**src/rtl/rx_adc_pkg.sv**
```systemverilog
// Shared types and constants for the RX ADC deframer.
// Frame layout: I_SYNC, 7 I dibits, Q_SYNC, 7 Q dibits (16 dibits, MSB first).
package rx_adc_pkg;

    typedef enum logic [2:0] {
        HUNT   = 3'd0,
        I_DATA = 3'd1,
        Q_HEAD = 3'd2,
        Q_DATA = 3'd3,
        I_HEAD = 3'd4
    } rx_state_t;

    localparam logic [1:0] I_SYNC = 2'b10;
    localparam logic [1:0] Q_SYNC = 2'b01;

    localparam int FRAME_DIBITS = 16;

    // Config/status register bit positions
    localparam int REG_RX_EN_BIT   = 0;
    localparam int REG_ERR_CLR_BIT = 1;
    localparam int REG_ERR_LSB     = 3;
    localparam int REG_LOCKED_BIT  = 7;

endpackage

```
**src/rtl/rx_iq_shift14.sv**
```systemverilog
// 14-bit dibit shift register: each enabled edge shifts the new dibit in at
// the LSB end, so after 7 loads the first dibit received sits in [13:12].
module rx_iq_shift14 (
    input  logic        clk,
    input  logic        reset,
    input  logic        load,
    input  logic [1:0]  din,
    output logic [13:0] q
);

    // Shift the received dibit in, MSB first
    always_ff @(posedge clk or posedge reset) begin
        if (reset) begin
            q <= '0;
        end else if (load) begin
            q <= {q[11:0], din};
        end
    end

endmodule

```
**src/rtl/rx_adc_deframer.sv**
```systemverilog
// RX ADC deframer: aligns to the 16-dibit LVDS I/Q frame, tracks lock and
// emits parallel 13-bit I/Q samples plus the two control bits.
// Optional feature macro: RX_ADC_ERR_CNT_EN enables the 4-bit sync error
// counter in status bits [6:3]; without it those bits read 0 and err_clr
// is ignored.
//
// Output handshake: iq_valid is a single-cycle pulse with no backpressure;
// iq_i/iq_q/iq_ctrl change only together with the pulse and hold otherwise.
module rx_adc_deframer
    import rx_adc_pkg::*;
#(
    parameter int LOCK_FRAMES  = 2,
    parameter int FIELD_DIBITS = (FRAME_DIBITS - 2) / 2
) (
    input  logic        clk,
    input  logic        reset,
    input  logic        rd_en,
    input  logic        wr_en,
    input  logic [7:0]  adcreg_data_in,
    output logic [7:0]  adcreg_data_out,
    input  logic [1:0]  from_lvds,
    output logic [12:0] iq_i,
    output logic [12:0] iq_q,
    output logic [1:0]  iq_ctrl,
    output logic        iq_valid,
    output logic        locked,
    output logic        sync_err
);

    rx_state_t   state;
    logic [2:0]  cnt;
    logic [2:0]  good_cnt;
    logic        rx_en;
    logic [3:0]  err_cnt;
    logic [13:0] i_field;
    logic [13:0] q_field;

    logic        last_dibit;
    logic        hdr_err;
    logic        err_clr;
    logic        i_load;
    logic        q_load;
    logic        frame_done;

    assign last_dibit = (cnt == 3'(FIELD_DIBITS - 1));
    assign err_clr    = wr_en & adcreg_data_in[REG_ERR_CLR_BIT];
    assign i_load     = rx_en && (state == I_DATA);
    assign q_load     = rx_en && (state == Q_DATA);
    assign frame_done = q_load && last_dibit;

    // Header check: only the two header slots can raise a sync error
    always_comb begin
        hdr_err = 1'b0;
        if (rx_en) begin
            if (state == Q_HEAD && from_lvds != Q_SYNC) hdr_err = 1'b1;
            if (state == I_HEAD && from_lvds != I_SYNC) hdr_err = 1'b1;
        end
    end

    rx_iq_shift14 u_i_shift (
        .clk   (clk),
        .reset (reset),
        .load  (i_load),
        .din   (from_lvds),
        .q     (i_field)
    );

    rx_iq_shift14 u_q_shift (
        .clk   (clk),
        .reset (reset),
        .load  (q_load),
        .din   (from_lvds),
        .q     (q_field)
    );

    // Framing FSM with lock tracking and registered sample outputs
    always_ff @(posedge clk or posedge reset) begin
        if (reset) begin
            state    <= HUNT;
            cnt      <= '0;
            good_cnt <= '0;
            locked   <= 1'b0;
            sync_err <= 1'b0;
            iq_valid <= 1'b0;
            iq_i     <= '0;
            iq_q     <= '0;
            iq_ctrl  <= '0;
        end else begin
            sync_err <= hdr_err;
            iq_valid <= frame_done && locked;
            // The last Q dibit is still on the pins, so it is merged directly
            if (frame_done && locked) begin
                iq_i    <= i_field[13:1];
                iq_q    <= {q_field[11:0], from_lvds[1]};
                iq_ctrl <= {i_field[0], from_lvds[0]};
            end
            if (!rx_en) begin
                state    <= HUNT;
                cnt      <= '0;
                good_cnt <= '0;
                locked   <= 1'b0;
            end else begin
                if (hdr_err) begin
                    locked <= 1'b0;
                end else if (good_cnt == 3'(LOCK_FRAMES)) begin
                    locked <= 1'b1;
                end
                case (state)
                    HUNT: begin
                        if (from_lvds == I_SYNC) begin
                            state <= I_DATA;
                            cnt   <= '0;
                        end
                    end
                    I_DATA: begin
                        if (last_dibit) begin
                            state <= Q_HEAD;
                            cnt   <= '0;
                        end else begin
                            cnt <= cnt + 3'd1;
                        end
                    end
                    Q_HEAD: begin
                        if (from_lvds == Q_SYNC) begin
                            state <= Q_DATA;
                            if (good_cnt != 3'(LOCK_FRAMES)) good_cnt <= good_cnt + 3'd1;
                        end else begin
                            state    <= HUNT;
                            good_cnt <= '0;
                        end
                    end
                    Q_DATA: begin
                        if (last_dibit) begin
                            state <= I_HEAD;
                            cnt   <= '0;
                        end else begin
                            cnt <= cnt + 3'd1;
                        end
                    end
                    I_HEAD: begin
                        if (from_lvds == I_SYNC) begin
                            state <= I_DATA;
                        end else begin
                            state    <= HUNT;
                            good_cnt <= '0;
                        end
                    end
                    default: state <= HUNT;
                endcase
            end
        end
    end

    // Receive enable register bit
    always_ff @(posedge clk or posedge reset) begin
        if (reset) begin
            rx_en <= 1'b0;
        end else if (wr_en) begin
            rx_en <= adcreg_data_in[REG_RX_EN_BIT];
        end
    end

`ifdef RX_ADC_ERR_CNT_EN
    // Saturating sync error counter; a clear wins over a same-cycle increment
    always_ff @(posedge clk or posedge reset) begin
        if (reset) begin
            err_cnt <= '0;
        end else if (err_clr) begin
            err_cnt <= '0;
        end else if (hdr_err && err_cnt != 4'hF) begin
            err_cnt <= err_cnt + 4'd1;
        end
    end

    logic unused_bits;
    assign unused_bits = &{1'b0, adcreg_data_in[7:2], q_field[13:12]};
`else
    assign err_cnt = 4'h0;

    logic unused_bits;
    assign unused_bits = &{1'b0, adcreg_data_in[7:2], q_field[13:12], err_clr};
`endif

    // Status readback, combinational and gated by rd_en
    always_comb begin
        adcreg_data_out = 8'h00;
        if (rd_en) begin
            adcreg_data_out[REG_LOCKED_BIT]             = locked;
            adcreg_data_out[REG_ERR_LSB + 3:REG_ERR_LSB] = err_cnt;
            adcreg_data_out[REG_RX_EN_BIT]              = rx_en;
        end
    end

endmodule

```
**config.mk**
```make
export PLATFORM = sky130hd
export DESIGN_NAME = rx_adc_deframer
export DESIGN_NICKNAME = d
export VERILOG_FILES = /design/src/rtl/rx_adc_pkg.sv /design/src/rtl/rx_iq_shift14.sv /design/src/rtl/rx_adc_deframer.sv
export SDC_FILE = /design/constraint.sdc
export NUM_CORES = 1
export LEC_CHECK = 0
export CAP_MARGIN = 5
export CORE_ASPECT_RATIO = 2
export CORE_MARGIN = 4
export CORE_UTILIZATION = 40
export CTS_BUF_LIST = sky130_fd_sc_hd__clkbuf_16
export CTS_CLUSTER_SIZE = 16
export DETAILED_ROUTE_END_ITERATION = 16
export GPL_TIMING_DRIVEN = 1
export PLACE_DENSITY_LB_ADDON = 0.12
export SLEW_MARGIN = 5
export SYNTH_ARGS = -nofsm -noshare
export SYNTH_HDL_FRONTEND = slang
export SYNTH_HIERARCHICAL = 1
export SYNTH_SLANG_ARGS = --single-unit
```
**constraint.sdc**
```tcl
create_clock -name clk -period 3.8 [get_ports clk]
set_input_delay 1.14 -clock clk [delete_from_list [all_inputs] [get_ports clk]]
set_output_delay 1.14 -clock clk [all_outputs]
set_load 0.02 [all_outputs]
```
== Word-level counts from Yosys, hierarchy flattened ==
Index checks and enable logic that the tools add are counted.
Cells by class
  mux-type cells: 24
  equal/unequal tests: 19
  reduce and logical (&&, ||, !) cells: 11
  add/subtract/negate cells: 2
Operators by type and width (count)
  $mux 3: 11
  $pmux 3 s5: 1
  $ne 3x3->1 const B: 4
  $pmux 3 s2: 2
  $eq 3x2->1 const B: 3
  $mux 1: 8
  $add 3x1->3 const B: 2
  $eq 3x3->1 const B: 2
  $logic_and 1x1->1: 6
  $ne 3x1->1 const B: 2
  $ne 3x2->1 const B: 2
  $reduce_and 3->1: 2
  $mux 5: 1
  $ne 4x3->1 const B: 1
  $eq 3x1->1 const B: 1
  $logic_not 3->1: 1
  $eq 2x1->1 const B: 1
  $eq 2x2->1 const B: 1
  $mux 2: 1
  $ne 2x1->1 const B: 1
  $ne 2x2->1 const B: 1
  $reduce_and 2->1: 1
  $reduce_or 2->1: 1
Word-level totals
  logic and storage cells: 68
  flip-flop bits (word level): 67
  output and inout port bits: 39

== Depth between registers and ports, before layout ==
  word-level depth: 7
  mapped depth: 6
  mapped depth without buffers: 5

== Hierarchy ==
The synthesis kept the hierarchy.
Modules (own cells, without submodules)
  rx_adc_deframer: times used 1, cells each 149, sequential area each 1026.0 sq um, area an instance 1988.2 sq um
  rx_iq_shift14: times used 2, cells each 30, sequential area each 350.3 sq um, area an instance 523.0 sq um

== Worst setup path before layout ==
OpenSTA, ideal clock, no wires.
  path type: input-to-output
  from: input rd_en
  to: output adcreg_data_out[0]
  stages on the path: 1
  buffers on the path: 0
  data arrival time: 1356 ps
  setup slack: 1304 ps
  path through: and2_1
On the way
  longest elaborated chain between the ends: 1
Ends and longest elaborated chain
  start: declaration: RTL line rx_adc_deframer.sv:17  | input logic rd_en,
  $mux 1: RTL line rx_adc_deframer.sv:187  | if (rd_en) begin
  end: declaration: RTL line rx_adc_deframer.sv:20  | output logic [7:0] adcreg_data_out,
Every way passes these cells.

== Final worst setup path ==
Same ends and word-level chain as after synthesis.

==> results_dict.tcl <==
set metrics [dict create \
    dieArea_mm2 0.008928 \
    grt_pass1_wl_um 8880 \
    num_vias 1689 \
    ctsHtreeMaxLevel 3 \
    pin_count 53 \
    grt_usage 0.1381 \
    critical_path_arrival_ps 2320 \
    crit_required_ps 2660 \
    first_pass_iters 4 \
    final_util 0.5050 \
    rows 44 \
    slew_violations 0 \
    fin_crit_ps 3464 \
    cts_tree "built" \
    layout-drive-gt1-share 0.2976 \
    synth-warning-count 6 \
    r2r-start "state[2]$_DFFE_PP0P_" \
    cts_buffers 9 \
    status "completed" \
    powerDensity_mw_per_mm2 485.3 \
    antenna_left 0 \
    rsz0062_at_grt "no" \
    peakVddDrop_mv 0.2703 \
    crit_type "in -> out" \
    cts-root-buf "clkbuf_16" \
    drt-vias-per-instance 4.910 \
    drt_iter0_markers 51 \
    grt_max_degree 29 \
    max_cap_violations 0 \
    clkTransAtPathRegs_ps 50 \
    core-area_mm2 0.007212 \
    die_y_um 129.7 \
    drc 0 \
    gp_congestion 0.7927 \
    fin_skew_ps 4.226 \
    fill_cells 645 \
    worstPathMaxFanout 2 \
    cts_setup_buffers 0 \
    clock-sinks 67 \
    cp-end-kind "primary output" \
    wl_um 5294 \
    nets 264 \
    overflow 0 \
    antenna_cells 0 \
    routedWlPerCell_um 15.39 \
    max_slew_margin 0.6245 \
    cts_buffer_depth 2 \
    hold_class "reg -> reg" \
    grt_pass1_vias 1789 \
    syn_inst 205 \
    start_util 0.4107 \
    place_hpwl_um 3643 \
    max_freq_ghz 0.2887 \
    p_leak_nw 1.704 \
    netlist_area_mm2 0.002962 \
    antenna_found_initial 0 \
    post-route-period-util 0.9116 \
    final-setup-viol-count 0 \
    hold_buffers 0 \
    avgSynthCellArea_um2 14.45 \
    clock_latency_ps 320 \
    tightest_slew_ps 561.5 \
    hold_viol 0 \
    cts_resized 0 \
    tns_ps 0 \
    io_buffers 39 \
    worstHoldStart "iq_q[4]$_DFFE_PP0P_" \
    fp.dieW_um 68.85 \
    critPathLaunchType "primary input" \
    crit_path_start "rd_en" \
    areaGrowthSynthToFinish_pct 22.98 \
]
where the power goes:
part / switching, mW / total (mW) / leakage, nW / internal (mW)
Sequential: 0.0589 / 0.846 / 0.917 / 0.787
Combinational: 0.0652 / 0.149 / 0.638 / 0.0834
Clock: 0.279 / 0.773 / 0.149 / 0.494
state kept, by name (all words and copies together) (netlist names):
register	flops
u_i_shift/q	14
iq_i	13
iq_q	13
u_q_shift/q	12
cnt	3
good_cnt	3
state	3
iq_ctrl	2
iq_valid	1
locked	1
rx_en	1
sync_err	1
critical path: stages:
cell             delay [ps]
clkdlybuf4s50_1         460
and2_1                  120
clkdlybuf4s50_1         600
routing by layer:
layer,vias to the layer above,track usage,share of wire
met3,10,0.04944,0.047
met4,0,0.06897,0.024
met2,38,0.2140,0.51
met1,841,0.1662,0.42
met5,-,0,0
li1,800,-,-
final cells by class:
type / count / area, um2 / area share
clock buffer: 9 / 225.2 / 0.06183
multi-input combinational: 122 / 1139 / 0.3126
sequential: 67 / 1677 / 0.4603
inverter: 6 / 22.52 / 0.006183
tap: 92 / 115.1 / 0.03160
timing repair buffer: 42 / 412.9 / 0.1134
clock inverter: 6 / 51.30 / 0.01408
path summary, 6_finish.rpt:
kind	end	slack (ps)	depth (start not counted)
setup / recovery	adcreg_data_out[0]	340	3
hold / removal	iq_q[4]$_DFFE_PP0P_	510	1
setup reg to reg	iq_q[3]$_DFFE_PP0P_	1700	3
hold reg to reg	iq_q[4]$_DFFE_PP0P_	510	1
max in group asynchronous	state[1]$_DFFE_PP0P_	1770	3
min in group asynchronous	u_q_shift/q[1]$_DFFE_PP0P_	1190	2
placed cells by master, fill, tap and decap left out, drive strengths merged, types with 2 or more instances in the layout:
| master | n |
|---|---|
| dfrtp | 67 |
| mux2 | 55 |
| clkdlybuf4s50 | 39 |
| inv | 9 |
| clkbuf | 9 |
| nand2 | 7 |
| nor2b | 6 |
| conb | 6 |
| a21oi | 4 |
| and3b | 3 |
| or3b | 3 |
| o22ai | 3 |
| o21ai | 3 |
| nand2b | 3 |
| and2 | 3 |
| nand4 | 3 |
| buf | 3 |
| and3 | 3 |
| nor3b | 2 |
| a211oi | 2 |
| o32ai | 2 |
| ha | 2 |
| clkinv | 2 |
through the flow:
step	power, mW	cells	hold WS [ps]	cell area, um2	setup slack, ps
after floorplan	0.9635	210	477.4	2980	1304
after global placement	1.005	329	488.0	3366	344.7
after detailed placement	1.011	329	493.2	3366	342.9
after CTS	1.802	344	506.0	3642	331.0
after global routing	1.856	344	522.5	3642	285.2
final	1.767	344	505.1	3642	336.1
No activity file was read; power rests on OpenSTA's default activity.
